`src/rtl/adc8_conv_sequencer.sv`:
```
// adc8_conv_sequencer
//
// Conversion controller for one 8-bit rectifier ADC (battery voltage or current).
// Issues CONVST on a fixed period, waits for the synchronized falling edge of EOC,
// captures the data bus, publishes each sample with a one-cycle strobe and keeps a
// running block average over 2^AVG_LOG2 good samples. A conversion whose EOC never
// arrives sets a sticky timeout flag and is left out of the average.
//
// Parameters:
//   CONV_PERIOD   cycles between CONVST rising edges
//   CONVST_WIDTH  cycles CONVST is held high
//   EOC_TIMEOUT   max cycles spent waiting for EOC
//                 (CONVST_WIDTH + EOC_TIMEOUT + 2 < CONV_PERIOD)
//   AVG_LOG2      log2 of samples per average, 1..4
//
// Ports:
//   i_CLK           system clock (clk_100M)
//   i_RST           asynchronous active-low reset
//   i_enable        run conversions while high
//   i_clr_timeout   single-cycle pulse, clears o_timeout (a coincident timeout wins)
//   i_EOC           ADC end-of-conversion, asynchronous, falling edge = data valid
//   i_DATA          ADC data bus, stable while EOC is low
//   o_CONVST        conversion start, active high, registered
//   o_sample        last captured sample
//   o_sample_valid  one-cycle strobe when o_sample updates
//   o_avg           last block average (truncated)
//   o_avg_valid     one-cycle strobe when o_avg updates
//   o_timeout       sticky missed-EOC flag

module adc8_conv_sequencer #(
  parameter int unsigned CONV_PERIOD  = 1000,
  parameter int unsigned CONVST_WIDTH = 10,
  parameter int unsigned EOC_TIMEOUT  = 500,
  parameter int unsigned AVG_LOG2     = 2
) (
  input  logic       i_CLK,
  input  logic       i_RST,
  input  logic       i_enable,
  input  logic       i_clr_timeout,
  input  logic       i_EOC,
  input  logic [7:0] i_DATA,
  output logic       o_CONVST,
  output logic [7:0] o_sample,
  output logic       o_sample_valid,
  output logic [7:0] o_avg,
  output logic       o_avg_valid,
  output logic       o_timeout
);

  localparam int unsigned PCNT_W = $clog2(CONV_PERIOD);
  localparam int unsigned TCNT_W = $clog2(EOC_TIMEOUT + 1);
  localparam int unsigned ACC_W  = 8 + AVG_LOG2;

  localparam logic [PCNT_W-1:0] PERIOD_LAST = PCNT_W'(CONV_PERIOD - 1);
  localparam logic [PCNT_W-1:0] WIDTH_LAST  = PCNT_W'(CONVST_WIDTH - 1);
  localparam logic [TCNT_W-1:0] TMO_LAST    = TCNT_W'(EOC_TIMEOUT - 1);

  localparam logic [2:0] StIdle    = 3'd0;
  localparam logic [2:0] StStart   = 3'd1;
  localparam logic [2:0] StWaitEoc = 3'd2;
  localparam logic [2:0] StCapture = 3'd3;
  localparam logic [2:0] StHold    = 3'd4;

  // EOC synchronizer and edge detector; idle-high so reset never fakes an edge.
  logic eoc_s1_q, eoc_s2_q, eoc_p_q;
  logic eoc_fall;

  always_ff @(posedge i_CLK or negedge i_RST) begin
    if (!i_RST) begin
      eoc_s1_q <= 1'b1;
      eoc_s2_q <= 1'b1;
      eoc_p_q  <= 1'b1;
    end else begin
      eoc_s1_q <= i_EOC;
      eoc_s2_q <= eoc_s1_q;
      eoc_p_q  <= eoc_s2_q;
    end
  end

  assign eoc_fall = eoc_p_q & ~eoc_s2_q;

  logic [2:0]          state_q, state_d;
  logic [PCNT_W-1:0]   pcnt_q, pcnt_d;
  logic [TCNT_W-1:0]   tcnt_q, tcnt_d;
  logic [ACC_W-1:0]    acc_q, acc_d;
  logic [AVG_LOG2-1:0] cnt_q, cnt_d;
  logic                convst_q, convst_d;
  logic [7:0]          sample_q, sample_d;
  logic                sample_valid_q, sample_valid_d;
  logic [7:0]          avg_q, avg_d;
  logic                avg_valid_q, avg_valid_d;
  logic                timeout_q, timeout_d;
  logic [ACC_W-1:0]    sum;

  // Accumulator plus the sample being captured; cannot overflow ACC_W bits because
  // at most 2^AVG_LOG2 samples of 255 are ever summed.
  assign sum = acc_q + ACC_W'(i_DATA);

  always_comb begin
    state_d        = state_q;
    pcnt_d         = pcnt_q;
    tcnt_d         = tcnt_q;
    acc_d          = acc_q;
    cnt_d          = cnt_q;
    sample_d       = sample_q;
    sample_valid_d = 1'b0;
    avg_d          = avg_q;
    avg_valid_d    = 1'b0;
    timeout_d      = timeout_q;

    // Clear first so that a timeout in the same cycle overrides it below.
    if (i_clr_timeout) begin
      timeout_d = 1'b0;
    end

    if (!i_enable) begin
      state_d = StIdle;
      pcnt_d  = '0;
      tcnt_d  = '0;
      acc_d   = '0;
      cnt_d   = '0;
    end else begin
      // The period counter free-runs in every active state and only restarts when
      // a new CONVST begins, which keeps the CONVST grid independent of EOC.
      pcnt_d = pcnt_q + PCNT_W'(1);
      case (state_q)
        StIdle: begin
          state_d = StStart;
          pcnt_d  = '0;
        end
        StStart: begin
          if (pcnt_q == WIDTH_LAST) begin
            state_d = StWaitEoc;
            tcnt_d  = '0;
          end
        end
        StWaitEoc: begin
          if (eoc_fall) begin
            state_d = StCapture;
          end else if (tcnt_q == TMO_LAST) begin
            timeout_d = 1'b1;
            state_d   = StHold;
          end else begin
            tcnt_d = tcnt_q + TCNT_W'(1);
          end
        end
        StCapture: begin
          sample_d       = i_DATA;
          sample_valid_d = 1'b1;
          if (cnt_q == '1) begin
            avg_d       = sum[ACC_W-1:AVG_LOG2];
            avg_valid_d = 1'b1;
            acc_d       = '0;
            cnt_d       = '0;
          end else begin
            acc_d = sum;
            cnt_d = cnt_q + AVG_LOG2'(1);
          end
          state_d = StHold;
        end
        StHold: begin
          if (pcnt_q == PERIOD_LAST) begin
            state_d = StStart;
            pcnt_d  = '0;
          end
        end
        default: begin
          state_d = StIdle;
          pcnt_d  = '0;
        end
      endcase
    end
  end

  // Registered so the ADC pin never sees decode glitches.
  assign convst_d = (state_d == StStart);

  always_ff @(posedge i_CLK or negedge i_RST) begin
    if (!i_RST) begin
      state_q        <= StIdle;
      pcnt_q         <= '0;
      tcnt_q         <= '0;
      acc_q          <= '0;
      cnt_q          <= '0;
      convst_q       <= 1'b0;
      sample_q       <= '0;
      sample_valid_q <= 1'b0;
      avg_q          <= '0;
      avg_valid_q    <= 1'b0;
      timeout_q      <= 1'b0;
    end else begin
      state_q        <= state_d;
      pcnt_q         <= pcnt_d;
      tcnt_q         <= tcnt_d;
      acc_q          <= acc_d;
      cnt_q          <= cnt_d;
      convst_q       <= convst_d;
      sample_q       <= sample_d;
      sample_valid_q <= sample_valid_d;
      avg_q          <= avg_d;
      avg_valid_q    <= avg_valid_d;
      timeout_q      <= timeout_d;
    end
  end

  assign o_CONVST       = convst_q;
  assign o_sample       = sample_q;
  assign o_sample_valid = sample_valid_q;
  assign o_avg          = avg_q;
  assign o_avg_valid    = avg_valid_q;
  assign o_timeout      = timeout_q;

endmodule
```
`config.mk`:
```
export PLATFORM = sky130hd
export DESIGN_NAME = adc8_conv_sequencer
export DESIGN_NICKNAME = d
export VERILOG_FILES = /design/src/rtl/adc8_conv_sequencer.sv
export SDC_FILE = /design/constraint.sdc
export NUM_CORES = 1
export LEC_CHECK = 0
export BUFFER_PORTS_ARGS = -buffer_cell sky130_fd_sc_hd__buf_2
export CAP_MARGIN = 5
export CORE_MARGIN = 10
export CORE_UTILIZATION = 52
export DETAILED_ROUTE_END_ITERATION = 12
export GPL_TIMING_DRIVEN = 0
export PLACE_DENSITY_LB_ADDON = 0.05
export SYNTH_ARGS = -nofsm -noshare
export SYNTH_HDL_FRONTEND = slang
export SYNTH_SLANG_ARGS = --single-unit
```
`constraint.sdc`:
```
create_clock -name i_CLK -period 2.1 [get_ports i_CLK]
set_input_delay 0 -clock i_CLK [delete_from_list [all_inputs] [get_ports i_CLK]]
set_output_delay 0 -clock i_CLK [all_outputs]
set_load 0.1 [all_outputs]
```
==> metrics.md, run 1 <==
| Metric | Value |
|---|---|
| Mux share of post-synthesis cell area | 3.161% |
| Non-Filler Instances | 412 |
| Top Ports | 33 |
| TNS Setup | -0.8671 ns |
| First-pass GRT wire length | 10790 um |
| GRT met3 Usage | 5.516% |
| Fin nets | 363 |
| Avg Inst Size Synth | 10.36 um2 |
| Number of synthesized flops with an enable pin | 0 |
| Die Wd | 94.04 um |
| CTS Buf Count | 9 |
| Status | finished, violations left |
| Reg power frac | 48.2% |
| Vias per inst | 5.391 |
| Failing checks | setup timing |
| Critical Path Fanout Max | 4 |
| CTS tree | yes |
| Seq cells post-synth | 57 |
| Synth top area share | 47.41% |
| Placed cell count | 377 |
| P_sw | 535.9 uW |
| Busiest grt layer | met2 |
| Leak pwr | 1.740 nW |
| DRC errors left | 0 |
| Gr usage total | 15.37% |
| Slowest-stage cell, CP | or4b_4 |
| CP peak stage delay | 0.57 ns |
| Worst slew pin tran | 0.5824 ns |
| Setup Viol. Count Final | 9 |
| Vias | 2221 |
| Fillers | 414 |
| Vias in the first global route | 2299 |
| VDD IR max | 0.0004733 V |
| Max-slew violation count | 0 |
| Core area | 0.005205 mm2 |
| Setup WS post-layout | -0.1582 ns |
| Tot Pwr | 2.316 mW |
| Site row count | 26 |
| Max_cap viols | 0 |
| DRT Wirelength | 6279 um |
| RSZ-0062 raised after global routing | true |
| Die area | 0.008843 mm2 |
| Critical Path AT | 2.47 ns |
| Largest net degree at the start of global routing | 58 |
| Fin crit share | 107.5% |
| Initial antenna violation count | 0 |
| Switch share | 23.14% |
| Max Freq | 0.4428 GHz |
| M1 GR Usage | 17.43% |
| Period minus WS final | 2.258 ns |
| Slew margin rel. | 60.65% |
| Design Area, Final | 0.003551 mm2 |
| Synthesized cell area | 0.002850 mm2 |
| Pre-Repair DR Iteration Count | 4 |
| Layout area overhead | 24.58% |
| Setup crit end kind | flop |
| PortBufs | 32 |
| Multi-input combinational cell area | 0.001414 mm2 |
| Initial DRC count | 76 |
| Starting Density | 54.76% |
| Worst endpoint required time | 2.32 ns |
| H-tree levels | 3 |
| Worst Skew | 0.007747 ns |
| Syn_nets | 301 |
| Routed Antenna Nets | 0 |
| Pwr/cell area | 652.2 mW/mm2 |
| Area share of xor/xnor cells in the synthesized design | 5.224% |
| Clock power share | 44.1% |
| Share of cells above drive strength 1 | 25.44% |
| Fraction of the mapped netlist area in simple logic gates | 18.31% |
| Total congestion overflow | 0 |
| Clock Pin Slew Worst Setup and Hold Paths | 0.06 ns |
| Synth cell types | 52 |
| Clock sink count | 57 |
| Routability cong. | 0.8795 |
| CP Cell Sequence | or4_4, or4b_4, a21o_1, and2_4, a221o_1 |
| Sequential standard cell area | 0.001430 mm2 |
| Area of placed instances | 0.003098 mm2 |
| Post-synthesis sequential area ratio | 50.18% |
| Die Span Y | 94.04 um |
| Cells after Synth | 275 |
| Logic gate share of total power | 7.6% |
| Ys Warns | 0 |
| Int Power | 1.780 mW |
| Crit path kind | reg2reg |
| Synth Area in Compound Gates | 15.06% |
| Worst skew pair latency | 0.34 ns |
| Dominant synthesized flop cell | dfrtp_1 |
| Largest family of logic cells by synthesized area | simple AND/OR/NAND/NOR gates |
| DP HPWL | 4102 um |
| Adder-cell area share of the yosys netlist | 5.970% |
| Buffer levels on the longest clock path | 2 |
| Hold WS | 0.04158 ns |
| WL per Instance | 15.24 um |
| Top post-synthesis cells by area | dfrtp_1, ha_1, nand2_1 |
| Asr flop ratio synth | 100.0% |
| Startpoint types | flop |
| Root buffer cell | clkbuf_8 |
| Yosys top cell by area | dfrtp_1 |
| Met2 Usage GRT | 25.86% |
| Hold Fails Final Rpt | 0 |
| N_diodes | 0 |
| Hold Path Class | in2reg |
logic make-up (layout without fill, tap and decap cells):
logic type,after synthesis,count (layout)
buffers and inverters,16,83
AO/OA/AOI/OAI,61,61
adder cells (fa/ha/maj),13,13
multiplexers,8,8
AND/OR/NAND/NOR,103,103
flip-flops,57,57
XOR/XNOR,17,17
through the flow:
step	utilization (%)	setup WS (ns)
final	68.22	-0.1582
after global routing	68.22	-0.2109
after CTS	67.43	-0.1592
after detailed placement	59.52	-0.2787
after global placement	59.52	-0.2510
after floorplan	-	-0.1505
power by group through the flow:
stage                     sequential, mW  combinational (mW)  clock (mW)
after floorplan                     1.17              0.0580           0
final                               1.12               0.176        1.02
after CTS                           1.12               0.171        1.05
after global routing                1.12               0.194        1.10
after detailed placement            1.14               0.152           0
after global placement              1.14               0.151           0
final timing paths:
kind / slack (ns) / from / cells after the start / to
worst max-delay path: -0.16 / pcnt_q[6] / 5 / tcnt_q[7]
worst min-delay path: 0.04 / i_enable / 3 / tcnt_q[4]
worst max register to register: -0.16 / pcnt_q[6] / 5 / tcnt_q[7]
worst min register to register: 0.35 / eoc_s1_q / 0 / eoc_s2_q
max in group asynchronous: 1.43 / i_RST / 3 / eoc_s1_q
min in group asynchronous: 0.09 / i_RST / 2 / pcnt_q[0]
cells in the mapped netlist, types with 2 or more instances:
library cell and count:
and2_1 3, o31ai_1 2, dfstp_2 3, a31oi_1 4, nand2b_1 3, xor2_1 4, nand2_1 33, nor3b_1 2
nand3_1 10, mux2_2 8, a21oi_1 17, xnor2_1 13, nor2b_1 6, nor4bb_1 2, ha_1 12, clkbuf_1 5
a21o_1 2, o21a_1 4, a22o_1 9, o21ai_0 9, dfrtp_1 54, nor3_1 5, inv_1 9, and3_1 7
nor2_1 21, nand4_1 2
per-layer routing:
| layer | share of wire (%) | routed length (um) | up-vias |
|---|---|---|---|
| li1 | - | - | 1103 |
| met1 | 44 | 2761 | 1067 |
| met2 | 50 | 3139 | 41 |
| met3 | 4.7 | 292 | 10 |
| met4 | 1.4 | 85 | 0 |
| met5 | 0 | 0 | - |
sequential cells by signal, summed over array words and instances (netlist names):
signal          flops
pcnt_q             10
o_sample_valid      1
o_sample            8
o_avg_valid         1
cnt_q               2
tcnt_q              9
eoc_s1_q            1
eoc_s2_q            1
o_CONVST            1
acc_q              10
eoc_p_q             1
o_timeout           1
o_avg               8
state_q             3
area by class of cell:
cell class / count / area share [%]
sequential: 57 / 40.27
multi-input combinational: 202 / 39.82
timing repair buffer: 52 / 10.18
clock buffer: 13 / 4.475
tap: 70 / 2.467
clock inverter: 3 / 1.128
inverter: 10 / 1.092
buffer: 5 / 0.5638
cells in the final DEF, fill, tap and decap left out, types with 9 or more instances in the layout:
master,netlist,layout
dfrtp_1,54,54
buf_2,0,32
nand2_1,33,31
nor2_1,21,21
a21oi_1,17,15
xnor2_1,13,13
ha_1,12,12
clkbuf_8,0,11
dlygate4sd3_1,0,11
nand3_1,10,9
a22o_1,9,9
worst max-delay path, delay by kind of cell (launching register included):
| kind | cells | cell delay, ns |
|---|---|---|
| compound gates | 2 | 0.49 |
| simple gates | 3 | 1.25 |
| flops | 1 | 0.40 |
repair_timing:
item                                   CTS  global route
endpoints found under the hold margin   64             0
hold buffers                            11             0
resized for setup                       12             8
buffers inserted                         8             0
pin swaps                                8             4
setup endpoints to repair               15            15
(Power assumes the default switching activity.)
==> run 2, diff against run 1 <==
Settings changed: CORE_UTILIZATION 52 to 58.
Clock period 2.1 ns to 2.4 ns, I/O delays scaled along.
==> run 2 against run 1 <==
Effect of this change:
- the flow now finishes without violations
- total power shrank 14%
- clock power decreased by 14%
- die area decreased by 8.2%
- count of clock-buffer cells in the layout unchanged
- global-route usage down 0.28 points
- combinational power shrank 15%
- critical path depth unchanged
- register-to-register slack better by 0.23 ns
- routed wire length decreased by 5.2%
- final area down 3.0%
- largest cell class unchanged
- largest power group unchanged
==> metrics.md, run 2 (synthesis results as in run 1) <==
| Metric | Value |
|---|---|
| Hold Fails Final Rpt | 0 |
| CTS Buf Count | 9 |
| Share of cells above drive strength 1 | 21.01% |
| Worst slew pin tran | 0.5397 ns |
| Critical Path AT | 2.55 ns |
| Fin nets | 359 |
| Top Ports | 33 |
| Hold Path Stages | 3 |
| R2R Path End | tcnt_q[7] |
| Largest regs | acc_q (10), pcnt_q (10), tcnt_q (9) |
| Fin crit share | 97.01% |
| Worst endpoint required time | 2.62 ns |
| Status | finished, final reports clean |
| Origin of the worst min-delay path | i_enable |
| Commonest non-fill, non-tap cell in the layout | dfrtp_1 |
| Tot Pwr | 2.001 mW |
| First-pass GRT wire length | 10290 um |
| Routed Antenna Nets | 0 |
| Starting Density | 59.95% |
| Pre-Repair DR Iteration Count | 4 |
| DRT Wirelength | 5952 um |
| Layout area overhead | 20.85% |
| CP Capture Point | tcnt_q[7] |
| Register-to-Register Setup Slack | 0.07 ns |
| Die Span Y | 90.10 um |
| H-tree levels | 3 |
| CTS tree | yes |
| Root buffer cell | clkbuf_8 |
| Commonest cells after routing, fill and taps aside | dfrtp_1, nand2_1, buf_2, nor2_1, a21oi_1 |
| Initial antenna violation count | 0 |
| RSZ-0062 raised after global routing | true |
| Worst r2r src | pcnt_q[5] |
| Pwr/cell area | 580.9 mW/mm2 |
| Total congestion overflow | 0 |
| Max_cap viols | 0 |
| DP HPWL | 4022 um |
| Max-slew violation count | 0 |
| Reg2Reg Depth | 5 |
| WL per Instance | 14.66 um |
| Vias per inst | 5.404 |
| Die Wd | 90.10 um |
| Design Area, Final | 0.003445 mm2 |
| Vias | 2194 |
| Largest net degree at the start of global routing | 58 |
| CP Launch Point | pcnt_q[5] |
| DRC errors left | 0 |
| Clock Pin Slew Worst Setup and Hold Paths | 0.07 ns |
| Setup crit end kind | flop |
| Setup Viol. Count Final | 0 |
| Hold WS | 0.05857 ns |
| Startpoint types | flop |
| Hold Path Class | in2reg |
| Vias in the first global route | 2250 |
| Slew margin rel. | 63.53% |
| Die area | 0.008118 mm2 |
| Core area | 0.004755 mm2 |
| Gr usage total | 15.09% |
| Area of placed instances | 0.003094 mm2 |
| Routability cong. | 0.8452 |
| PortBufs | 32 |
| Max Freq | 0.4295 GHz |
| Leak pwr | 1.691 nW |
| Period minus WS final | 2.328 ns |
| Clock sink count | 57 |
| VDD IR max | 0.0005198 V |
| Buffer levels on the longest clock path | 2 |
| Initial DRC count | 96 |
| Site row count | 25 |
| Worst Skew | 0.007439 ns |
| Worst skew pair latency | 0.33 ns |
| Crit path kind | reg2reg |
| Critical Path Fanout Max | 5 |
| TNS Setup | 0 ns |
==> run 2: changes by cell type in the layout (fill, tap and decap cells not counted), sizes merged <==
cell   before  now
buf        42   38
diode       0    1
==> run 2: repair_timing <==
item                                    4_1_cts  5_1_grt
hold buffers                                 11        0
endpoints found under the hold margin        64        0
pin swaps                                     1        0
buffers inserted                              2        2
resized for setup                             0        2
endpoints found under the setup margin        1        8
cloned                                        0        0
==> run 2: worst min path at each step <==
stage	end	slack, ns
global placement	eoc_s1_q	0.11
global route	state_q[2]	0.07
finish	tcnt_q[2]	0.06
CTS	state_q[2]	0.05
detailed placement	eoc_s1_q	0.12
floorplan	acc_q[0]	-0.30
==> run 2: layout make-up <==
class                   instances  area (um2)
flip-flops and latches         57        1433
multi-input cells             202        1360
fillers                       374        1310
repair buffers                 48       320.3
clock buffers                  13       148.9
well taps                      67       83.83
clock inverters                 3       40.04
inverters                      10       37.54
plain buffers                   5       18.77
diodes                          1       2.502
==> run 2: metrics by stage <==
stage	utilization (%)	instances	setup slack, ns
final	72.45	406	0.07179
after CTS	71.68	403	0.03099
after detailed placement	65.08	374	0.008489
after floorplan	-	275	0.1378
after global routing	72.39	405	-0.006166
after global placement	65.08	374	0.008598
==> run 2: worst max-delay path, stage by stage, from the launching register on <==
cell and delay (ns):
dfrtp_2 0.43, or4_4 0.55, or4b_4 0.57, a21o_1 0.21
and2_4 0.18, a221o_1 0.28
==> run 2: power breakdown <==
part | switching (mW) | internal (mW)
registers | 0.00479 | 0.973
logic | 0.0999 | 0.0492
clock network | 0.369 | 0.506
total | 0.473 | 1.53
==> run 2: layer usage <==
layer  up-vias  part of all wire [%]  global-route usage (%)
met4         0                   1.3                   6.233
li1       1095                     -                       -
met5         -                     0                       0
met3         7                   3.9                   4.821
met1      1054                    46                   17.85
met2        38                    49                   24.76
==> run 3, diff against run 2 <==
Settings changed: BUFFER_PORTS_ARGS -buffer_cell sky130_fd_sc_hd__buf_2 to -buffer_cell sky130_fd_sc_hd__buf_4, PLACE_DENSITY_LB_ADDON 0.05 to 0.15.
==> run 3 against run 2 <==
Effect of this change:
- total power is 6.1% lower
- count of clock-buffer cells in the layout is 1 lower
- combinational power grew 5%
- final cell count is 0.25% lower
- flip-flop and latch count unchanged
- routed wire length increased by 4.2%
- sequential share of layout area fell by 0.42 points
- worst setup slack worse by 0.0029 ns
- core utilization rose by 0.74 points
==> metrics.md, run 3 (synthesis results as in run 1) <==
| Metric | Value |
|---|---|
| Status | finished, final reports clean |
| Top Ports | 33 |
| Share of cells above drive strength 1 | 21.30% |
| Largest regs | acc_q (10), pcnt_q (10), tcnt_q (9) |
| Core area | 0.004755 mm2 |
| Slowest-stage cell, CP | or4b_4 |
| Vias in the first global route | 2339 |
| Initial antenna violation count | 0 |
| N_diodes | 0 |
| Worst slew pin tran | 0.6964 ns |
| Starting Density | 59.95% |
| Worst skew pair latency | 0.35 ns |
| Layout area overhead | 22.08% |
| TNS Setup | 0 ns |
| Die Span Y | 90.10 um |
| CP peak stage delay | 0.57 ns |
| Hold Path Class | in2reg |
| RSZ-0062 raised after global routing | false |
| Reg2Reg Depth | 5 |
| H-tree levels | 3 |
| Hold Path Stages | 3 |
| First-pass GRT wire length | 10910 um |
| Gr usage total | 16.41% |
| Pwr/cell area | 539.7 mW/mm2 |
| WL per Instance | 15.32 um |
| Crit path kind | reg2reg |
| Initial DRC count | 110 |
| Die area | 0.008118 mm2 |
| Buffer levels on the longest clock path | 2 |
| PortBufs | 32 |
| Fin nets | 359 |
| Area of placed instances | 0.003174 mm2 |
| Total congestion overflow | 0 |
| Leak pwr | 1.678 nW |
| Max-slew violation count | 0 |
| Period minus WS final | 2.331 ns |
| CTS Buf Count | 9 |
| Critical Path Fanout Max | 4 |
| Setup crit end kind | flop |
| Site row count | 25 |
| Fillers | 376 |
| Vias | 2282 |
| Final Util | 73.18% |
| Fin crit share | 97.13% |
| DP HPWL | 4164 um |
| Worst Skew | 0.008348 ns |
| Commonest cells after routing, fill and taps aside | dfrtp_1, buf_4, nand2_1, nor2_1, a21oi_1 |
| Critical Path AT | 2.55 ns |
| DRT Wirelength | 6203 um |
| Hold Fails Final Rpt | 0 |
| Commonest non-fill, non-tap cell in the layout | dfrtp_1 |
| Max Freq | 0.4290 GHz |
| Root buffer cell | clkbuf_8 |
| Slew margin rel. | 53.57% |
| Max_cap viols | 0 |
| Routability cong. | 0.7854 |
| Clock sink count | 57 |
| CTS tree | yes |
| Setup Viol. Count Final | 0 |
| DRC errors left | 0 |
| Die Wd | 90.10 um |
| Clock Pin Slew Worst Setup and Hold Paths | 0.06 ns |
| Worst endpoint required time | 2.62 ns |
| Vias per inst | 5.635 |
| Pre-Repair DR Iteration Count | 4 |
| Largest net degree at the start of global routing | 58 |
| Design Area, Final | 0.003480 mm2 |
| Startpoint types | flop |
| CP Cell Sequence | or4_4, or4b_4, a21o_1, and2_4, a221o_1 |
| VDD IR max | 0.0003984 V |
| Routed Antenna Nets | 0 |
-- run 3: cell count changes in the layout (fill, tap and decap cells not counted), sizes merged --
cell,delta
clkbuf,-1
clkinv,+1
clkinvlp,+1
bufinv,-1
diode,-1
-- run 3: path summary, 6_finish.rpt --
check	startpoint	endpoint	slack, ns
max	pcnt_q[5]	tcnt_q[7]	0.07
min	i_enable	tcnt_q[2]	0.02
max reg2reg	pcnt_q[5]	tcnt_q[7]	0.07
min reg2reg	eoc_s1_q	eoc_s2_q	0.36
max in group asynchronous	i_RST	pcnt_q[6]	1.67
min in group asynchronous	i_RST	pcnt_q[7]	0.25
-- run 3: metal layers --
| layer | up-vias | global-route usage, % | wire length [um] |
|---|---|---|---|
| met5 | - | 0 | 0 |
| met4 | 0 | 8.090 | 176 |
| met3 | 17 | 6.650 | 339 |
| met2 | 68 | 26.09 | 2902 |
| met1 | 1107 | 18.72 | 2784 |
| li1 | 1090 | - | - |
-- run 3: final cells by class --
type                    count  area (um2)  share of cell area, %
flip-flops and latches     57        1433                  41.17
repair buffers             48       387.9                  11.15
multi-input cells         202        1360                  39.09
clock buffers              12       135.1                  3.884
well taps                  67       83.83                  2.409
inverters                  10       41.29                  1.187
clock inverters             4       20.02                 0.5753
plain buffers               5       18.77                 0.5394
-- run 3: power by group --
part           internal, mW  switching [mW]
Clock                 0.368           0.376
Combinational        0.0557           0.100
Sequential            0.973         0.00549
Total                  1.40           0.482
-- run 3: worst max-delay path, delay by kind of cell, from the launching register on --
kind	cells	cell delay [ns]
and+or+nand+nor	3	1.29
DFF	1	0.40
AOI/OAI and AO/OA	2	0.52
-- run 3: what timing repair did --
action / CTS / global route
setup buffers: 0 / 5
resized for setup: 0 / 3
hold buffers: 11 / 0
endpoints found under the setup margin: 0 / 11
endpoints found under the hold margin: 64 / 0
-- run 3: metrics by stage --
stage / worst slack, ns / hold WS [ns] / power, mW / instances
floorplan: 0.1378 / -0.2956 / 1.076 / 275
CTS: 0.002178 / 0.01885 / 1.886 / 401
global placement: 0.01741 / 0.09939 / 1.134 / 374
global route: 0.003018 / 0.04132 / 1.963 / 405
finish: 0.06891 / 0.01824 / 1.878 / 405
detailed placement: 0.02510 / 0.1011 / 1.136 / 374
